### src/rtl/puf_pkg.sv
// Shared types and default widths for the PUF measurement datapath.
// The ro_freq_counter build option RO_CNT_SAT_EN lives in that module, not here.
package puf_pkg;

  localparam int RO_CNT_W = 16;
  localparam int RO_WIN_W = 16;

  typedef enum logic [1:0] {
    IDLE,
    SETTLE,
    COUNT,
    DONE
  } ro_cnt_state_t;

endpackage

### src/rtl/ro_sync_edge.sv
// Multi-flop synchronizer for an asynchronous level, plus a one-flop rising-edge detector.
// Reusable by any PUF stage that needs to count edges of a free-running signal.
module ro_sync_edge #(
  parameter int SYNC_STAGES = 2
) (
  input  logic clk,
  input  logic rst_n,
  input  logic async_in,
  output logic rise
);

  logic [SYNC_STAGES-1:0] sync_q, sync_d;
  logic                   prev_q, prev_d;

  always_comb begin
    sync_d = {sync_q[SYNC_STAGES-2:0], async_in};
    prev_d = sync_q[SYNC_STAGES-1];
  end

  always_ff @(posedge clk or negedge rst_n) begin
    if (!rst_n) begin
      sync_q <= '0;
      prev_q <= 1'b0;
    end else begin
      sync_q <= sync_d;
      prev_q <= prev_d;
    end
  end

  // Rising edge: newest synchronized sample high, previous one low.
  assign rise = sync_q[SYNC_STAGES-1] & ~prev_q;

endmodule

### src/rtl/ro_freq_counter.sv
// Ring-oscillator frequency counter: enable, settle, count ro_in edges over a clk window, report.
// Build option RO_CNT_SAT_EN: edge counter saturates at all-ones instead of wrapping.
module ro_freq_counter
  import puf_pkg::*;
#(
  parameter int CNT_W       = RO_CNT_W,
  parameter int WIN_W       = RO_WIN_W,
  parameter int SYNC_STAGES = 2,
  parameter int SETTLE_CYC  = 4
) (
  input  logic             clk,
  input  logic             rst_n,
  input  logic             start,
  input  logic [WIN_W-1:0] window,
  input  logic             ro_in,
  output logic             ro_enable,
  output logic             busy,
  output logic             done,
  output logic [CNT_W-1:0] count,
  output logic             overflow,
  output ro_cnt_state_t    state_dbg
);

  // Handshake: start is accepted only in IDLE (busy=0); done is a single-cycle
  // pulse with count/overflow valid alongside it; start while busy is dropped.

  localparam logic [WIN_W-1:0] WIN_ONE     = WIN_W'(1);
  localparam logic [WIN_W-1:0] SETTLE_LAST = WIN_W'(SETTLE_CYC - 1);
  localparam logic [CNT_W-1:0] CNT_ONE     = CNT_W'(1);
  localparam logic [CNT_W-1:0] CNT_MAX     = '1;

  ro_cnt_state_t    state_q, state_d;
  logic [WIN_W-1:0] win_q, win_d;
  logic [WIN_W-1:0] cyc_q, cyc_d;
  logic [CNT_W-1:0] cnt_q, cnt_d;
  logic [CNT_W-1:0] count_q, count_d;
  logic             ovf_q, ovf_d;
  logic             ro_en_q, ro_en_d;
  logic             ro_rise;

  ro_sync_edge #(
    .SYNC_STAGES(SYNC_STAGES)
  ) u_sync_edge (
    .clk     (clk),
    .rst_n   (rst_n),
    .async_in(ro_in),
    .rise    (ro_rise)
  );

  always_comb begin
    state_d = state_q;
    win_d   = win_q;
    cyc_d   = cyc_q;
    cnt_d   = cnt_q;
    ovf_d   = ovf_q;
    count_d = count_q;
    ro_en_d = 1'b0;

    case (state_q)
      IDLE: begin
        if (start) begin
          cnt_d = '0;
          ovf_d = 1'b0;
          cyc_d = '0;
          // A zero-length window reports immediately without waking the oscillator.
          if (window != '0) begin
            win_d   = window;
            state_d = SETTLE;
          end else begin
            state_d = DONE;
          end
        end
      end
      SETTLE: begin
        if (cyc_q == SETTLE_LAST) begin
          cyc_d   = '0;
          state_d = COUNT;
        end else begin
          cyc_d = cyc_q + WIN_ONE;
        end
      end
      COUNT: begin
        if (ro_rise) begin
`ifdef RO_CNT_SAT_EN
          if (cnt_q == CNT_MAX) ovf_d = 1'b1;
          else                  cnt_d = cnt_q + CNT_ONE;
`else
          cnt_d = cnt_q + CNT_ONE;
          if (cnt_q == CNT_MAX) ovf_d = 1'b1;
`endif
        end
        if (cyc_q == win_q - WIN_ONE) state_d = DONE;
        else                          cyc_d   = cyc_q + WIN_ONE;
      end
      DONE: begin
        state_d = IDLE;
      end
      default: begin
        state_d = IDLE;
      end
    endcase

    // Result register loads on entry to DONE so it is valid with the done pulse.
    if (state_d == DONE) count_d = cnt_d;
    ro_en_d = (state_d == SETTLE) || (state_d == COUNT);
  end

  always_ff @(posedge clk or negedge rst_n) begin
    if (!rst_n) begin
      state_q <= IDLE;
      win_q   <= '0;
      cyc_q   <= '0;
      cnt_q   <= '0;
      count_q <= '0;
      ovf_q   <= 1'b0;
      ro_en_q <= 1'b0;
    end else begin
      state_q <= state_d;
      win_q   <= win_d;
      cyc_q   <= cyc_d;
      cnt_q   <= cnt_d;
      count_q <= count_d;
      ovf_q   <= ovf_d;
      ro_en_q <= ro_en_d;
    end
  end

  assign ro_enable = ro_en_q;
  assign busy      = (state_q != IDLE);
  assign done      = (state_q == DONE);
  assign count     = count_q;
  assign overflow  = ovf_q;
  assign state_dbg = state_q;

endmodule

### config.mk
export PLATFORM = sky130hd
export DESIGN_NAME = ro_freq_counter
export DESIGN_NICKNAME = d
export VERILOG_FILES = /design/src/rtl/puf_pkg.sv /design/src/rtl/ro_sync_edge.sv /design/src/rtl/ro_freq_counter.sv
export SDC_FILE = /design/constraint.sdc
export NUM_CORES = 1
export LEC_CHECK = 0
export BUFFER_PORTS_ARGS = -buffer_cell sky130_fd_sc_hd__buf_4
export CORE_MARGIN = 3
export CORE_UTILIZATION = 41
export CTS_BUF_LIST = sky130_fd_sc_hd__clkbuf_2
export CTS_CLUSTER_SIZE = 10
export DETAILED_ROUTE_END_ITERATION = 8
export MAX_ROUTING_LAYER = met4
export SYNTH_ARGS = -nofsm -noshare
export SYNTH_HDL_FRONTEND = slang
export SYNTH_HIERARCHICAL = 1
export SYNTH_SLANG_ARGS = --single-unit
export TNS_END_PERCENT = 30
### constraint.sdc
create_clock -name clk -period 4.6 [get_ports clk]
set_input_delay 0.69 -clock clk [delete_from_list [all_inputs] [get_ports clk]]
set_output_delay 0.69 -clock clk [all_outputs]
set_load 0.02 [all_outputs]
---- Word level (Yosys, flattened, before mapping) ----
Cells that the tools add are included.
Widths: inputs -> output; s select.
word-level totals
  output and inout bits ................... 22
  word-level logic and storage cells ...... 52
  input bits .............................. 20
  bits in registers ....................... 71
operators by class
  $add $sub $neg .......................... 3
  equal/unequal tests ..................... 13
  bitwise gates (word level) .............. 2
  reduce and logical (&&, ||, !) cells .... 9
  muxes and demuxes ....................... 16
operators with widths
  kind                   number
  $mux 16                5
  $pmux 16 s3            1
  $add 16x1->16 const B  2
  $pmux 16 s2            1
  $eq 16x16->1           1
  $eq 16x16->1 const B   1
  $eq 16x2->1 const B    1
  $reduce_bool 16->1     1
  $sub 16x1->16 const B  1
  $eq 2x2->1 const B     4
  $mux 2                 4
  $ne 2x2->1 const B     4
  $pmux 2 s4             1
  $reduce_and 3->1       2
  $eq 2x1->1 const B     2
  $reduce_and 4->1       1
  $reduce_bool 2->1      2
  $mux 1                 3
  $reduce_bool 3->1      1
  $logic_not 2->1        1
  $pmux 1 s2             1
  $and 1x1->1            1
  $logic_or 1x1->1       1
  $not 1->1              1

---- Longest topological paths before layout ----
  word-level depth ........................ 6
  gate-level depth with buffers ........... 15
  depth with buffers taken out ............ 12

---- By module ----
Netlist, hierarchy kept.
by module, submodules not included
  module           instances  cells an instance  seq. area each (um^2)  area an instance (um^2)
  ro_freq_counter  1          367                1701.6                 3849.9
  ro_sync_edge     1          4                  75.1                   88.8

---- Worst setup path after synthesis ----
OpenSTA, ideal clock, no wires.
  path type ............................... register to register
  start ................................... reg win_q[0]
  end ..................................... reg count_q[10], in the netlist count[10]
  setup time .............................. 0.125 ns
  data required time ...................... 4.475 ns
  clock period less this slack ............ 3.955 ns
  stages on the path, launching flop included .. 15
  data arrival time ....................... 3.830 ns
  path buffers ............................ 3
  path slack .............................. 0.645 ns
  cells stage by stage .................... dfrtp_1 -> inv_1 -> ha_1 -> or4b_4 -> nor3_2 -> or4b_1 -> a2111oi_2 -> and4b_1 -> buf_6 -> a211oi_1 -> nor2_1 -> ha_1 -> buf_1 -> clkbuf_1 -> mux2_2
between the ends
  word-level cells in the longest chain between the ends .. 5
RTL lines
  item                    RTL line                text
  from (decl)             ro_freq_counter.sv:33   logic [WIN_W-1:0] win_q, win_d;
  from (signal assigned)  ro_freq_counter.sv:119  win_q <= win_d;
  $sub 16x1->16           ro_freq_counter.sv:92   if (cyc_q == win_q - WIN_ONE) state_d = DONE;
  $eq 16x16->1            ro_freq_counter.sv:92
  $mux 2                  ro_freq_counter.sv:92
  $pmux 2 s4              ro_freq_counter.sv:59   case (state_q)
  $eq 2x2->1              ro_freq_counter.sv:104  if (state_d == DONE) count_d = cnt_d;
  to (signal assigned)    ro_freq_counter.sv:122  count_q <= count_d;
  to (decl)               ro_freq_counter.sv:36   logic [CNT_W-1:0] count_q, count_d;
No other way between the ends.
A chain may end at the register's enable or synchronous reset.

---- Worst setup path after layout ----
  start ................................... reg win_q[0]
  end ..................................... reg count_q[15], in the netlist count[15]
Same word-level chain as after synthesis.

==> results.cfg <==
[drt]
first_iter_violations = 125
viasPerCell = 5.37
avgRoutedWirePerCell_um = 15.7
num_vias = 2921
wirelength_um = 8550
first_pass_iters = 4
drc = 0
antenna_left = 0

[cts]
clkTransAtPathRegs_ns = 0.21
clock_sinks = 71
cts_root_buffer = clkbuf_2
cts_buffers = 9
postCtsSetupBuffers = 0
clk_latency_ns = 0.51
clk_path_buf_depth = 2
hold_buffers = 0
cts_tree = yes
cts_resized = 0
htree_levels = 3

[floorplanning]
fp.dieW_um = 104
chipHeight_um = 104
ios = 42
num_rows = 35
core_area_sq_um = 9280
dieArea_sq_um = 10800
initial_core_util = 0.424

[setup_path]
reg2reg_from = win_q[0]
cp.required_ns = 5.00
path_max_fanout = 16
cp-start-kind = flip-flop
crit_buf_inv = 2
startpoint = win_q[0]
arrival_ns = 4.32
critPathTopFamily = simple AND/OR/NAND/NOR gates
cp-end-kind = flip-flop
crit_path_frequent_cell = ha_1
critical_path.slowest_cell = or4b_4
cpPeakStageDelay_ns = 0.54
path_class = flip-flop to flip-flop
worstPathCellList = inv_1, ha_1, or4b_4, nor3_2, or4b_1, a2111oi_2, and4b_1, a211oi_1, nor2_1, ha_1, buf_4, mux2_2

[timing]
clock_skew_ns = 0.0260
max_freq_mhz = 255
period_share = 0.852
postLayoutSetupSlackWorst_ns = 0.683
finalMaxSlewViolations = 0
min_period_ns = 3.92
relSlewSlack = 0.266
rsz0062_at_grt = no
worst_pin_slew_ns = 1.10
setup_viol = 0
finalHoldViolations = 0
tns_ns = 0

[job]
max_cap_viol_count = 0

[layout]
nets = 439
final_area_sq_um = 4490
area_growth_pct = 14.0
drive_above_1_share = 0.265
diodes = 0

[synth]
synth-edff-count = 0
synth_top_area_frac = 0.451
ys_warn_count = 6
ys.flop_type = dfrtp_1
synth_area_leaders = dfrtp_1 (45%), mux2_2 (8.9%), xnor2_1 (4.0%), a22o_1 (3.3%), xor2_1 (3.3%)
syn-cell-area_sq_um = 3940
synth-seq-cells = 71
syn-instance-count = 371
syn_area_per_cell_sq_um = 10.6
async_flop_share = 1.00
yosys.cell_types.count = 60
synth_nets = 400
yosysTopAreaCell = dfrtp_1
ys_seq_area_frac = 0.451

[pwr]
powerDensity_nw_per_um2 = 515
p_leak_nw = 2.04
ir_drop_mv = 0.182

[placed_design]
gp_congestion = 0.838
io_buffers = 41
hpwl_um = 6050
post-place-ws_ns = 0.726
placed_cell_area_sq_um = 4350

[global_route]
antenna_found_initial = 0
first_global_vias = 2925
grt_max_degree = 72
grt_overflow = 0
gr-usage-all-layers = 0.168
grt_pass1_wl_um = 14500

[worst_hold_path]
min_path_type = input port to asynchronous set/reset pin

[run_status]
status = completed
-- placed cells by master (no fill, tap or decap), types with 4 or more instances in the layout --
| cell | count |
|---|---|
| a21oi_1 | 4 |
| a22o_1 | 15 |
| a31oi_1 | 4 |
| and3_1 | 10 |
| buf_4 | 45 |
| clkbuf_2 | 10 |
| dfrtp_1 | 71 |
| ha_1 | 9 |
| inv_1 | 14 |
| mux2_2 | 31 |
| nand2_1 | 18 |
| nand2b_1 | 4 |
| nand3_1 | 16 |
| nand4_1 | 5 |
| nor2_1 | 28 |
| nor3_1 | 11 |
| nor4_1 | 8 |
| o21ai_0 | 6 |
| o21ai_1 | 6 |
| o31ai_1 | 16 |
| o31ai_2 | 4 |
| xnor2_1 | 18 |
| xor2_1 | 15 |
-- per-stage QoR --
| step | power, mW | utilization | instances | hold WS [ns] |
|---|---|---|---|---|
| 2_1_floorplan | 1.65 | - | 371 | 0.331 |
| 3_3_place_gp | 1.90 | 0.469 | 528 | 0.333 |
| 3_5_place_dp | 1.92 | 0.469 | 528 | 0.347 |
| 4_1_cts | 2.34 | 0.484 | 544 | 0.219 |
| 5_1_grt | 2.49 | 0.484 | 544 | 0.184 |
| 6_report | 2.31 | 0.484 | 544 | 0.228 |
-- sequential cells by signal, summed over array words and instances, names as in the netlist --
signal              flops
u_sync_edge/sync_q      2
u_sync_edge/prev_q      1
cyc_q                  16
overflow                1
ro_enable               1
state_dbg               2
win_q                  16
cnt_q                  16
count                  16
-- kinds of logic (layout without fill, tap and decap cells) --
logic type               after synthesis  after routing  synth area share
AND/OR/NAND/NOR                      120            120             0.168
AO/OA/AOI/OAI                         73             73             0.146
flip-flops                            71             71             0.451
multiplexers                          34             34            0.0966
XOR/XNOR                              33             33            0.0734
buffers and inverters                 31             75            0.0365
adder cells (fa/ha/maj)                9              9            0.0286
-- layout make-up --
type	instances	area, sq um
flip-flops and latches	71	1780
clock inverters	6	85.1
fillers	896	4790
inverters	14	52.6
well taps	129	161
clock buffers	10	50.0
multi-input cells	269	2030
repair buffers	45	338
-- layer usage --
layer  share of wire  global-route usage  up-vias
met5               0                   -        -
met1            0.47               0.219     1420
met2            0.48               0.266       56
li1                -                   -     1439
met3           0.040              0.0397        6
met4          0.0083              0.0456        0
-- power breakdown --
group | leakage [nW] | internal [mW] | switching (mW)
combinational | 1.02 | 0.432 | 0.567
sequential | 0.941 | 0.739 | 0.162
clock | 0.0795 | 0.180 | 0.232
-- synthesized netlist by cell type, drive strengths merged (2+ instances only) --
| library cell | number |
|---|---|
| a22o | 15 |
| a2111oi | 2 |
| nand2b | 4 |
| o21ai | 12 |
| o41ai | 2 |
| or2 | 2 |
| nor2 | 28 |
| clkbuf | 11 |
| o31ai | 20 |
| xnor2 | 18 |
| or4b | 2 |
| nor2b | 3 |
| inv | 14 |
| a31oi | 4 |
| nand2 | 18 |
| or3 | 4 |
| o22ai | 3 |
| nand4 | 5 |
| nor4 | 9 |
| mux2 | 32 |
| mux2i | 2 |
| ha | 9 |
| xor2 | 15 |
| buf | 6 |
| or4 | 2 |
| nand3 | 16 |
| and3 | 10 |
| a21oi | 4 |
| dfrtp | 71 |
| a21boi | 2 |
| nor3 | 12 |
-- path summary, 6_finish.rpt --
check / slack [ns] / cells past startpoint / endpoint
worst max register to register: 0.68 / 12 / count[15]
worst max-delay path: 0.68 / 12 / count[15]
max in group asynchronous: 3.73 / 1 / win_q[15]
worst min register to register: 0.39 / 0 / u_sync_edge/sync_q[1]
worst min-delay path: 0.23 / 1 / cyc_q[6]
min in group clk: 0.26 / 1 / u_sync_edge/sync_q[0]
No activity file was read; power rests on OpenSTA's default activity.
